**config.mk**
```make
export PLATFORM = sky130hd
export DESIGN_NAME = mem_access_ctrl
export DESIGN_NICKNAME = d
export VERILOG_FILES = /design/src/rtl/mem_access_ctrl.sv
export SDC_FILE = /design/constraint.sdc
export NUM_CORES = 1
export LEC_CHECK = 0
export BUFFER_PORTS_ARGS = -buffer_cell sky130_fd_sc_hd__buf_2
export CAP_MARGIN = 20
export CELL_PAD_IN_SITES_DETAIL_PLACEMENT = 1
export CELL_PAD_IN_SITES_GLOBAL_PLACEMENT = 1
export CORE_MARGIN = 8
export CORE_UTILIZATION = 40
export DETAILED_ROUTE_END_ITERATION = 8
export GPL_TIMING_DRIVEN = 0
export PLACE_DENSITY_LB_ADDON = 0.1
export SETUP_SLACK_MARGIN = 0.05
export SYNTH_ARGS = -nofsm -noshare
export SYNTH_HDL_FRONTEND = slang
export SYNTH_SLANG_ARGS = --single-unit
```
**constraint.sdc**
```tcl
create_clock -name clock -period 5.5 [get_ports clock]
set_clock_uncertainty 0.15 [all_clocks]
set_input_delay 0.55 -clock clock [delete_from_list [all_inputs] [get_ports clock]]
set_output_delay 0.55 -clock clock [all_outputs]
set_load 0.02 [all_outputs]
```
**src/rtl/mem_access_ctrl.sv**
```systemverilog
// mem_access_ctrl: multicycle RAM access sequencer with load extension and sub-word read-modify-write.
// Optional MEM_ALIGN_CHECK_EN flags misaligned word/halfword accesses and completes them without touching RAM.
module mem_access_ctrl #(
   parameter int unsigned RD_LAT = 1
) (
   input  logic        clock,
   input  logic        reset,
   input  logic        start,
   input  logic [2:0]  op,
   input  logic [31:0] addr,
   input  logic [31:0] wdata,
   output logic        busy,
   output logic        done,
   output logic [31:0] rdata,
   output logic        addr_err,
   output logic [31:0] mem_addr,
   output logic        mem_wr,
   output logic [31:0] mem_wdata,
   input  logic [31:0] mem_rdata
);
   typedef enum logic [1:0] {IDLE, RD, WR, DONE} state_t;
   localparam logic [1:0] LAST = 2'(RD_LAT - 1);
   state_t state_q, state_d;
   logic [2:0] op_q, op_d;
   logic [1:0] off_q, off_d, cnt_q, cnt_d;
   logic [15:0] wd_q, wd_d;
   logic [31:0] rdata_q, rdata_d, mem_addr_q, mem_addr_d, mem_wdata_q, mem_wdata_d;
   logic mis_q, mis_d, mis_in, is_ld;
   logic [7:0] lb;
   logic [15:0] lh;
   logic [31:0] ext, merged;
`ifdef MEM_ALIGN_CHECK_EN
   assign mis_in = ((op == 3'b000 || op == 3'b101) && addr[1:0] != 2'b00) ||
                   ((op == 3'b001 || op == 3'b010 || op == 3'b110) && addr[0]);
`else
   assign mis_in = 1'b0;
`endif
   assign busy      = state_q != IDLE;
   assign done      = state_q == DONE;
   assign mem_wr    = state_q == WR;
   assign addr_err  = done && mis_q;
   assign rdata     = rdata_q;
   assign mem_addr  = mem_addr_q;
   assign mem_wdata = mem_wdata_q;
   assign is_ld     = !op_q[2] || op_q == 3'b100;
   always_comb begin
      lb = mem_rdata[{off_q, 3'b000} +: 8];
      lh = off_q[1] ? mem_rdata[31:16] : mem_rdata[15:0];
      ext = op_q == 3'b001 ? {{16{lh[15]}}, lh} :
            op_q == 3'b010 ? {16'h0, lh} :
            op_q == 3'b011 ? {{24{lb[7]}}, lb} :
            op_q == 3'b100 ? {24'h0, lb} : mem_rdata;
      merged = mem_rdata;
      if (op_q == 3'b111) merged[{off_q, 3'b000} +: 8] = wd_q[7:0];
      else merged[{off_q[1], 4'b0000} +: 16] = wd_q;
      state_d     = state_q;
      op_d        = op_q;
      off_d       = off_q;
      cnt_d       = cnt_q;
      wd_d        = wd_q;
      mis_d       = mis_q;
      rdata_d     = rdata_q;
      mem_addr_d  = mem_addr_q;
      mem_wdata_d = mem_wdata_q;
      case (state_q)
         IDLE: if (start) begin
            op_d        = op;
            off_d       = addr[1:0];
            wd_d        = wdata[15:0];
            mis_d       = mis_in;
            cnt_d       = 2'd0;
            mem_addr_d  = {addr[31:2], 2'b00};
            mem_wdata_d = (op == 3'b101 && !mis_in) ? wdata : mem_wdata_q;
            state_d     = mis_in ? DONE : op == 3'b101 ? WR : RD;
         end
         RD: begin
            cnt_d = cnt_q + 2'd1;
            if (cnt_q == LAST) begin
               state_d     = is_ld ? DONE : WR;
               rdata_d     = is_ld ? ext : rdata_q;
               mem_wdata_d = is_ld ? mem_wdata_q : merged;
            end
         end
         WR:      state_d = DONE;
         default: state_d = IDLE;
      endcase
   end
   always_ff @(posedge clock or negedge reset) begin
      if (!reset) begin
         state_q     <= IDLE;
         op_q        <= 3'b000;
         off_q       <= 2'b00;
         cnt_q       <= 2'd0;
         wd_q        <= 16'h0;
         mis_q       <= 1'b0;
         rdata_q     <= 32'h0;
         mem_addr_q  <= 32'h0;
         mem_wdata_q <= 32'h0;
      end else begin
         state_q     <= state_d;
         op_q        <= op_d;
         off_q       <= off_d;
         cnt_q       <= cnt_d;
         wd_q        <= wd_d;
         mis_q       <= mis_d;
         rdata_q     <= rdata_d;
         mem_addr_q  <= mem_addr_d;
         mem_wdata_q <= mem_wdata_d;
      end
   end
endmodule

```
# Word level (Yosys, flattened, before mapping)
# Index checks and enable logic that the tools add are counted.
# totals
regBits,119
input_bits,102
out_inout_bits,100
elab_cells,60
# op_classes
add_sub_neg,3
eq_ne,13
shifts,5
mux,20
reduce_logical,11
# op_table
operator,n
$mux W32,9
$bwmux W32,2
$pmux W32 S2,1
$shift A16 B7 Y32 const A,1
$shift A8 B7 Y32 const A,1
$shiftx A16 B7 Y32,1
$shiftx A32 B6 Y8,1
$shiftx A8 B7 Y32,1
$mux W16,1
$neg A5 Y7,2
$eq A3 B3 Y1 const B,3
$mux W2,4
$ne A2 B2 Y1 const B,4
$eq A3 B2 Y1 const B,2
$pmux W2 S3,1
$reduce_and A2 Y1,3
$reduce_and A5 Y1,1
$eq A2 B2 Y1 const B,2
$logic_not A2 Y1,2
$pmux W2 S2,1
$reduce_bool A2 Y1,2
$eq A3 B1 Y1 const B,1
$reduce_and A3 Y1,1
$add A2 B1 Y2 const B,1
4 further kinds,4

# Longest topological paths before layout
# Gate-level depths: netlist of run 1.
# depth
word_depth,7
ltp_mapped,9
mapped_depth_nobuf,6

# Worst setup path before layout of run 1
# Ideal clock, no wire load.
# synth_timing
path_kind,flip-flop to flip-flop
from,register off_q[1]
to,register mem_wdata_q[22] (netlist: mem_wdata[22])
setup_ns,0.066
arrival_time_ns,2.223
path_slack_ns,3.061
stages_incl_launch_ff,9
path_buffers,2
period_less_slack_ns,2.439
cell_sequence,dfrtp_1 -> buf_2 -> inv_1 -> ha_1 -> or3b_1 -> buf_2 -> or4_1 -> a31oi_1 -> mux2_1
# synth_between
elab_chain_cells,7
# synth_lines
item,line,source
"start, declared",25,"logic [1:0] off_q, off_d, cnt_q, cnt_d;"
"start signal, assigned",92,off_q <= 2'b00;
"start signal, assigned",102,off_q <= off_d;
"$neg A5 Y7, on equally long branches","55, 54",
$shiftx A16 B7 Y32 (tied with other cells),55,"else merged[{off_q[1], 4'b0000} +: 16] = wd_q;"
"$bwmux W32, on equally long branches","55, 54",
$mux W32 *,54,"if (op_q == 3'b111) merged[{off_q, 3'b000} +: 8] = wd_q[7:0];"
$mux W32 *,81,mem_wdata_d = is_ld ? mem_wdata_q : merged;
$mux W32 *,78,if (cnt_q == LAST) begin
$pmux W32 S2 *,65,case (state_q)
"end signal, assigned",108,mem_wdata_q <= mem_wdata_d;
"end, declared",27,"logic [31:0] rdata_q, rdata_d, mem_addr_q, mem_addr_d, mem_wdata_q, mem_wdata_d;"
# Mark *: on every way between the ends. The rest lies on a longest branch, timed or not. The select of a mux whose other input is x is not followed.
# A chain may end at the register's enable or synchronous reset.

# Final worst setup path of run 1
# layout_timing
from,register off_q[1]
to,register mem_wdata_q[8] (netlist: mem_wdata[8])
# The elaborated chain is that of the path after synthesis.

==> impl_metrics.tcl, run 1 <==
set metrics [dict create \
    status "finished, final reports clean" \
    cts_resized 0 \
    cts.clk_slew.worst_paths_ns 0.06 \
    critical_path_peak_fanout 10 \
    syn_area_sq_um 6490 \
    cp_cell_sequence "buf_2, inv_1, ha_1, or3b_1, buf_2, clkbuf_1, nor3_1, o21ai_0, a31oi_1" \
    grt_pass1_vias 6801 \
    final_antenna_net_count 0 \
    first_pass_iters 5 \
    netlist-cell-type-count 56 \
    cts_tree "built" \
    drive_gt1_share_pct 35.7 \
    clk_path_buf_depth 2 \
    io-pin-count 202 \
    power_leakage_uw 0.00388 \
    cpMostUsedCell "buf_2" \
    grt_use_total_pct 25.1 \
    setup_viol 0 \
    rsz0062_at_grt "false" \
    post_cts_buffers 0 \
    ys_top_cells_by_area "dfrtp_1 46%, mux2_2 9.9%, o21ai_0 4.1%" \
    hold_path.class "input pin to flip-flop" \
    antenna_found_initial 1 \
    gp_congestion 0.879 \
    rows 46 \
    tns_ns 0 \
    p_total_uw 6010 \
    cp-startpoint "off_q[1]" \
    slowest_stage "dfrtp_1" \
    cts_sinks 119 \
    yosysSeqAreaShare_pct 45.9 \
    clock_tree.htree_level_count 4 \
    cp-start-kind "flip-flop" \
    tightest_slew_ns 0.949 \
    hold_violations 0 \
    nets 992 \
    route.detailed.drc 0 \
    initialDrtViolationCount 298 \
    die_h_um 143 \
    cap_violations 0 \
    cp_top_family "buffers and inverters" \
    dieArea_sq_um 20600 \
    switching_share_pct 46.7 \
    grt_max_degree 63 \
    nFillCells 1929 \
    dp_hpwl_mm 20.1 \
    intPower_uw 3200 \
    antenna_cells 0 \
    postSynth.asyncResetShare_pct 100 \
    cp_num_cells 9 \
    fmax_ghz 0.343 \
    avgSynthCellArea_sq_um 9.85 \
    yosys_register_bits 119 \
    layout_min_cycle_time_ns 2.92 \
    vias 6167 \
    wirelength_mm 25.4 \
    port_buffers 198 \
    root_buffer "clkbuf_16" \
    initial_core_util_pct 40.9 \
    setup_slack_ns 2.58 \
    place_ws_ns 2.63 \
    clock_latency_ns 0.42 \
    synth_top_area_share_pct 45.9 \
    r2r-start "off_q[1]" \
    grt_pass1_wl_mm 39.0 \
    clock_power_share_pct 19.3 \
    synth_top_flop_cell "dfrtp_1" \
    synthCells 659 \
    hold_path.startpoint "addr[8]" \
    critical_path_required_ns 5.68 \
    final_core_util_pct 53.0 \
    vdd_drop_max_mv 0.259 \
    via_per_inst 5.56 \
    pwr-share-comb_pct 53.4 \
    cp_num_buf_inv 4 \
    seq_area_sq_um 2980 \
    cts_buffers 17 \
    ff2ff_path_depth 9 \
    critical_path_class "flip-flop to flip-flop" \
    cp.arrival_ns 3.10 \
    multiInputGateArea_sq_um 3170 \
    p_sw_uw 2810 \
    hold_depth 2 \
    power_frac_seq_pct 27.3 \
    routedWlPerCell_um 22.9 \
    crit_path_end_kind "flip-flop" \
    grt_overflow_total 0 \
    power_density_nw_per_um2 714 \
    slew_headroom_pct 36.6 \
    postCtsHoldBufs 1 \
    core-area_sq_um 15900 \
    min_period_over_period_pct 53.0 \
    drv_slew 0 \
    max_stage_delay_ns 0.40 \
    synth.yosys.warnings 0 \
    syn_to_final_growth_pct 29.6 \
    die_x_um 143 \
    synth_edf_count 0 \
    yosys.area.top_type "dfrtp_1" \
]
[final timing paths]
| check | to | slack (ns) |
|---|---|---|
| min | mem_addr[8] | 0.21 |
| max | mem_wdata[8] | 2.58 |
| min in group asynchronous | rdata[29] | 0.53 |
| max in group asynchronous | wd_q[15] | 3.97 |
| max reg2reg | mem_wdata[8] | 2.58 |
| min reg2reg | mem_wdata[27] | 0.35 |
[power groups by stage]
| stage | Clock, uW | Sequential (uW) | Combinational (uW) |
|---|---|---|---|
| 3_3_place_gp | 0 | 1610 | 3090 |
| 4_1_cts | 1170 | 1640 | 3220 |
| 2_1_floorplan | 0 | 1990 | 1710 |
| 6_report | 1160 | 1640 | 3210 |
| 3_5_place_dp | 0 | 1640 | 3200 |
| 5_1_grt | 1210 | 1690 | 3490 |
[cells in the final DEF, fill, tap and decap left out, drive strengths merged, types with 7 or more instances in the layout]
cell type / netlist / layout
a211oi: 9 / 9
a21oi: 57 / 57
a221oi: 9 / 9
a22oi: 8 / 8
a311o: 8 / 8
a31oi: 17 / 17
buf: 29 / 228
clkbuf: 21 / 43
dfrtp: 119 / 119
ha: 10 / 10
inv: 32 / 33
mux2: 59 / 59
mux2i: 27 / 27
nand2: 51 / 51
nand2b: 8 / 8
nand3: 16 / 16
nor2: 44 / 44
nor2b: 13 / 13
nor3: 15 / 15
o21ai: 57 / 57
o31ai: 8 / 8
o32ai: 7 / 7
[sequential cells by signal (all words and copies together) (netlist names)]
register   count
state_q        2
mem_wdata     32
off_q          2
wd_q          16
mem_addr      30
cnt_q          2
rdata         32
op_q           3
[final cells by class]
cell class | count | area share, %
clock buffers | 22 | 5.52
multi-input cells | 460 | 37.6
plain buffers | 50 | 2.77
well taps | 216 | 3.21
inverters | 32 | 1.43
clock inverters | 10 | 1.73
flip-flops and latches | 119 | 35.4
repair buffers | 200 | 12.3
[worst register-to-register path: stages (launching register included)]
cell and delay, ns:
dfrtp_1 0.40, buf_2 0.24, inv_1 0.17, ha_1 0.35
or3b_1 0.36, buf_2 0.19, clkbuf_1 0.25, nor3_1 0.32
o21ai_0 0.19, a31oi_1 0.22
[synthesized netlist by cell type (all sizes together), types with 2 or more instances]
cell type / instances
a211oi: 9
a21oi: 57
a221oi: 9
a22oi: 8
a311o: 8
a31oi: 17
a41oi: 6
and3: 2
buf: 29
clkbuf: 21
dfrtp: 119
ha: 10
inv: 32
mux2: 59
mux2i: 27
nand2: 51
nand2b: 8
nand3: 16
nor2: 44
nor2b: 13
nor3: 15
nor3b: 2
o21a: 2
o21ai: 57
o221ai: 2
o31ai: 8
o32ai: 7
or3: 2
[cell families (layout without fill, tap and decap cells)]
group                      Yosys count  count (layout)  synth area share (%)
AOI/OAI and AO/OA                  198             198                  20.1
xor gates and xnor gates             1               1                 0.135
adders and majority gates           11              11                  2.08
buffers and inverters               82             314                  5.44
DFF                                119             119                  45.9
muxes                               87              87                  14.9
other                                1               3                0.0578
and+or+nand+nor                    160             160                  11.5
[metrics by stage]
| stage | instance area, sq um | hold slack (ns) | std cells |
|---|---|---|---|
| floorplan | 6500 | 0.104 | 661 |
| global placement | 7760 | 0.306 | 1075 |
| detailed placement | 7790 | 0.343 | 1076 |
| CTS | 8410 | 0.197 | 1109 |
| global route | 8410 | 0.206 | 1109 |
| finish | 8410 | 0.206 | 1109 |
[routing by layer]
metal / global-route usage (%) / wire length, um / vias to the layer above
li1: - / - / 2824
met1: 30.5 / 10500 / 3066
met2: 41.7 / 12200 / 229
met3: 6.83 / 1980 / 46
met4: 9.52 / 703 / 2
met5: 0 / 18 / -
Power figures use the tool's default switching activity.
==> inputs of run 2 (changes only) <==
--- a/config.mk
+++ b/config.mk
@@ -10,7 +10,7 @@
 export CELL_PAD_IN_SITES_DETAIL_PLACEMENT = 1
 export CELL_PAD_IN_SITES_GLOBAL_PLACEMENT = 1
 export CORE_MARGIN = 8
-export CORE_UTILIZATION = 40
+export CORE_UTILIZATION = 39
 export DETAILED_ROUTE_END_ITERATION = 8
 export GPL_TIMING_DRIVEN = 0
 export PLACE_DENSITY_LB_ADDON = 0.1
==> constraint.sdc (replaced) <==
create_clock -name clock -period 2.81 [get_ports clock]
set_clock_uncertainty 0.15 [all_clocks]
set_input_delay 0.281 -clock clock [delete_from_list [all_inputs] [get_ports clock]]
set_output_delay 0.281 -clock clock [all_outputs]
set_load 0.02 [all_outputs]
==> run 2 against run 1 <==
Against the previous run: register-to-register slack worse by 2.5 ns; flip-flop and latch count unchanged; fmax up 8.4%; first-iteration DRC count up 40%; non-clock buffer count up 64; clock-buffer cell count down 2; combinational power up 100%; worst hold slack worse by 0.20 ns; sequential power up 97%; global-route usage up 0.78 points; largest cell class unchanged; largest power group unchanged.
==> impl_metrics.tcl, run 2 (synthesized netlist as in run 1, its figures left out) <==
set metrics [dict create \
    slew_headroom_pct 37.7 \
    setup_slack_ns 0.119 \
    first_pass_iters 5 \
    cts_buffers 17 \
    layout_min_cycle_time_ns 2.69 \
    grt_overflow_total 0 \
    final_core_util_pct 55.6 \
    drv_slew 0 \
    wirelength_mm 27.4 \
    r2r-start "off_q[1]" \
    cap_violations 0 \
    io-pin-count 202 \
    root_buffer "clkbuf_16" \
    hold_depth 3 \
    min_period_over_period_pct 95.8 \
    clock_tree.htree_level_count 4 \
    regToRegSetupSlack_ns 0.12 \
    routedWlPerCell_um 23.3 \
    final_common_cell "buf_2" \
    vias 6488 \
    status "finished, final reports clean" \
    cp-endpoint "mem_wdata[8]" \
    via_per_inst 5.51 \
    drive_gt1_share_pct 35.5 \
    setup_viol 0 \
    power_density_nw_per_um2 1330 \
    grt_use_total_pct 25.9 \
    dp.cells 1080 \
    port_buffers 198 \
    syn_to_final_growth_pct 40.7 \
    power_leakage_uw 0.00418 \
    rsz0062_at_grt "false" \
    critical_path_peak_fanout 10 \
    crit_path_end_kind "flip-flop" \
    dp_hpwl_mm 20.0 \
    cts_sinks 119 \
    hold_slack_ns 0.0104 \
    dieArea_sq_um 21000 \
    initial_core_util_pct 39.6 \
    critical_path_class "flip-flop to flip-flop" \
    layout_common_cells "208 x buf_2, 119 x dfrtp_1, 60 x dlygate4sd3_1, 57 x mux2_2, 52 x o21ai_0" \
    clk_path_buf_depth 2 \
    route.detailed.drc 0 \
    cts_tree "built" \
    clock_latency_ns 0.43 \
    hold_path.class "input pin to flip-flop" \
    grt_pass1_wl_mm 42.4 \
    hold_violations 0 \
    gp_congestion 0.946 \
    vdd_drop_max_mv 0.610 \
    cp.arrival_ns 2.88 \
    fmax_ghz 0.372 \
    die_h_um 145 \
    cts.clk_slew.worst_paths_ns 0.06 \
    cp-startpoint "off_q[1]" \
    core-area_sq_um 16400 \
    initialDrtViolationCount 416 \
    tightest_slew_ns 0.933 \
    grt_max_degree 62 \
    critical_path_required_ns 3.00 \
    rows 47 \
    r2r_end "mem_wdata[8]" \
    ff2ff_path_depth 9 \
    nets 1056 \
    die_x_um 145 \
    antenna_found_initial 1 \
    grt_pass1_vias 7175 \
    final_antenna_net_count 0 \
    fin_cells 1178 \
    place_ws_ns -0.0426 \
    cp-start-kind "flip-flop" \
]
## run 2: repair_timing
action / in CTS / in global routing
hold endpoints to repair: 125 / 0
hold buffers: 60 / 0
gates cloned: 0 / 0
gates resized for setup: 3 / 13
setup buffers: 0 / 7
endpoints found under the setup margin: 8 / 24
## run 2: per-stage QoR
stage	cell area, sq um	TNS [ns]	total power (uW)
CTS	9030	0	12000
global route	9130	0	12900
global placement	7760	-21.55	9250
detailed placement	7800	-0.0515	9480
finish	9130	0	12100
floorplan	6500	0	7250
## run 2: critical path, cell delays in order (launching register included)
cell	delay (ns)
dfrtp_1	0.42
buf_6	0.14
clkinvlp_4	0.15
ha_4	0.31
or3b_1	0.38
buf_2	0.19
clkbuf_2	0.22
nor3_1	0.26
o21ai_0	0.19
a31oi_1	0.19
## run 2: power breakdown
group	internal, uW	switching (uW)
sequential	2600	629
combinational	2380	4180
clock	1480	879
## run 2: area by class of cell
cell class / count / area, sq um
repair buffers: 266 / 1680
fillers: 1877 / 7280
clock buffers: 20 / 467
plain buffers: 48 / 236
diodes: 1 / 2.50
well taps: 220 / 275
flip-flops and latches: 119 / 2980
multi-input cells: 460 / 3200
inverters: 32 / 124
clock inverters: 12 / 165
## run 2: worst min-delay path by stage
| stage | start | to |
|---|---|---|
| 2_1_floorplan | reset | cnt_q[0] |
| 3_3_place_gp | cnt_q[0] | cnt_q[0] |
| 3_5_place_dp | reset | rdata[20] |
| 4_1_cts | mem_rdata[14] | rdata[14] |
| 5_1_grt | mem_rdata[30] | rdata[30] |
| 6_report | mem_rdata[14] | rdata[14] |
## run 2: routing by layer
metal | wire length, um | track usage [%]
met3 | 1730 | 7.06
met5 | 0 | 0
met1 | 11600 | 31.4
met4 | 699 | 9.00
met2 | 13400 | 43.4
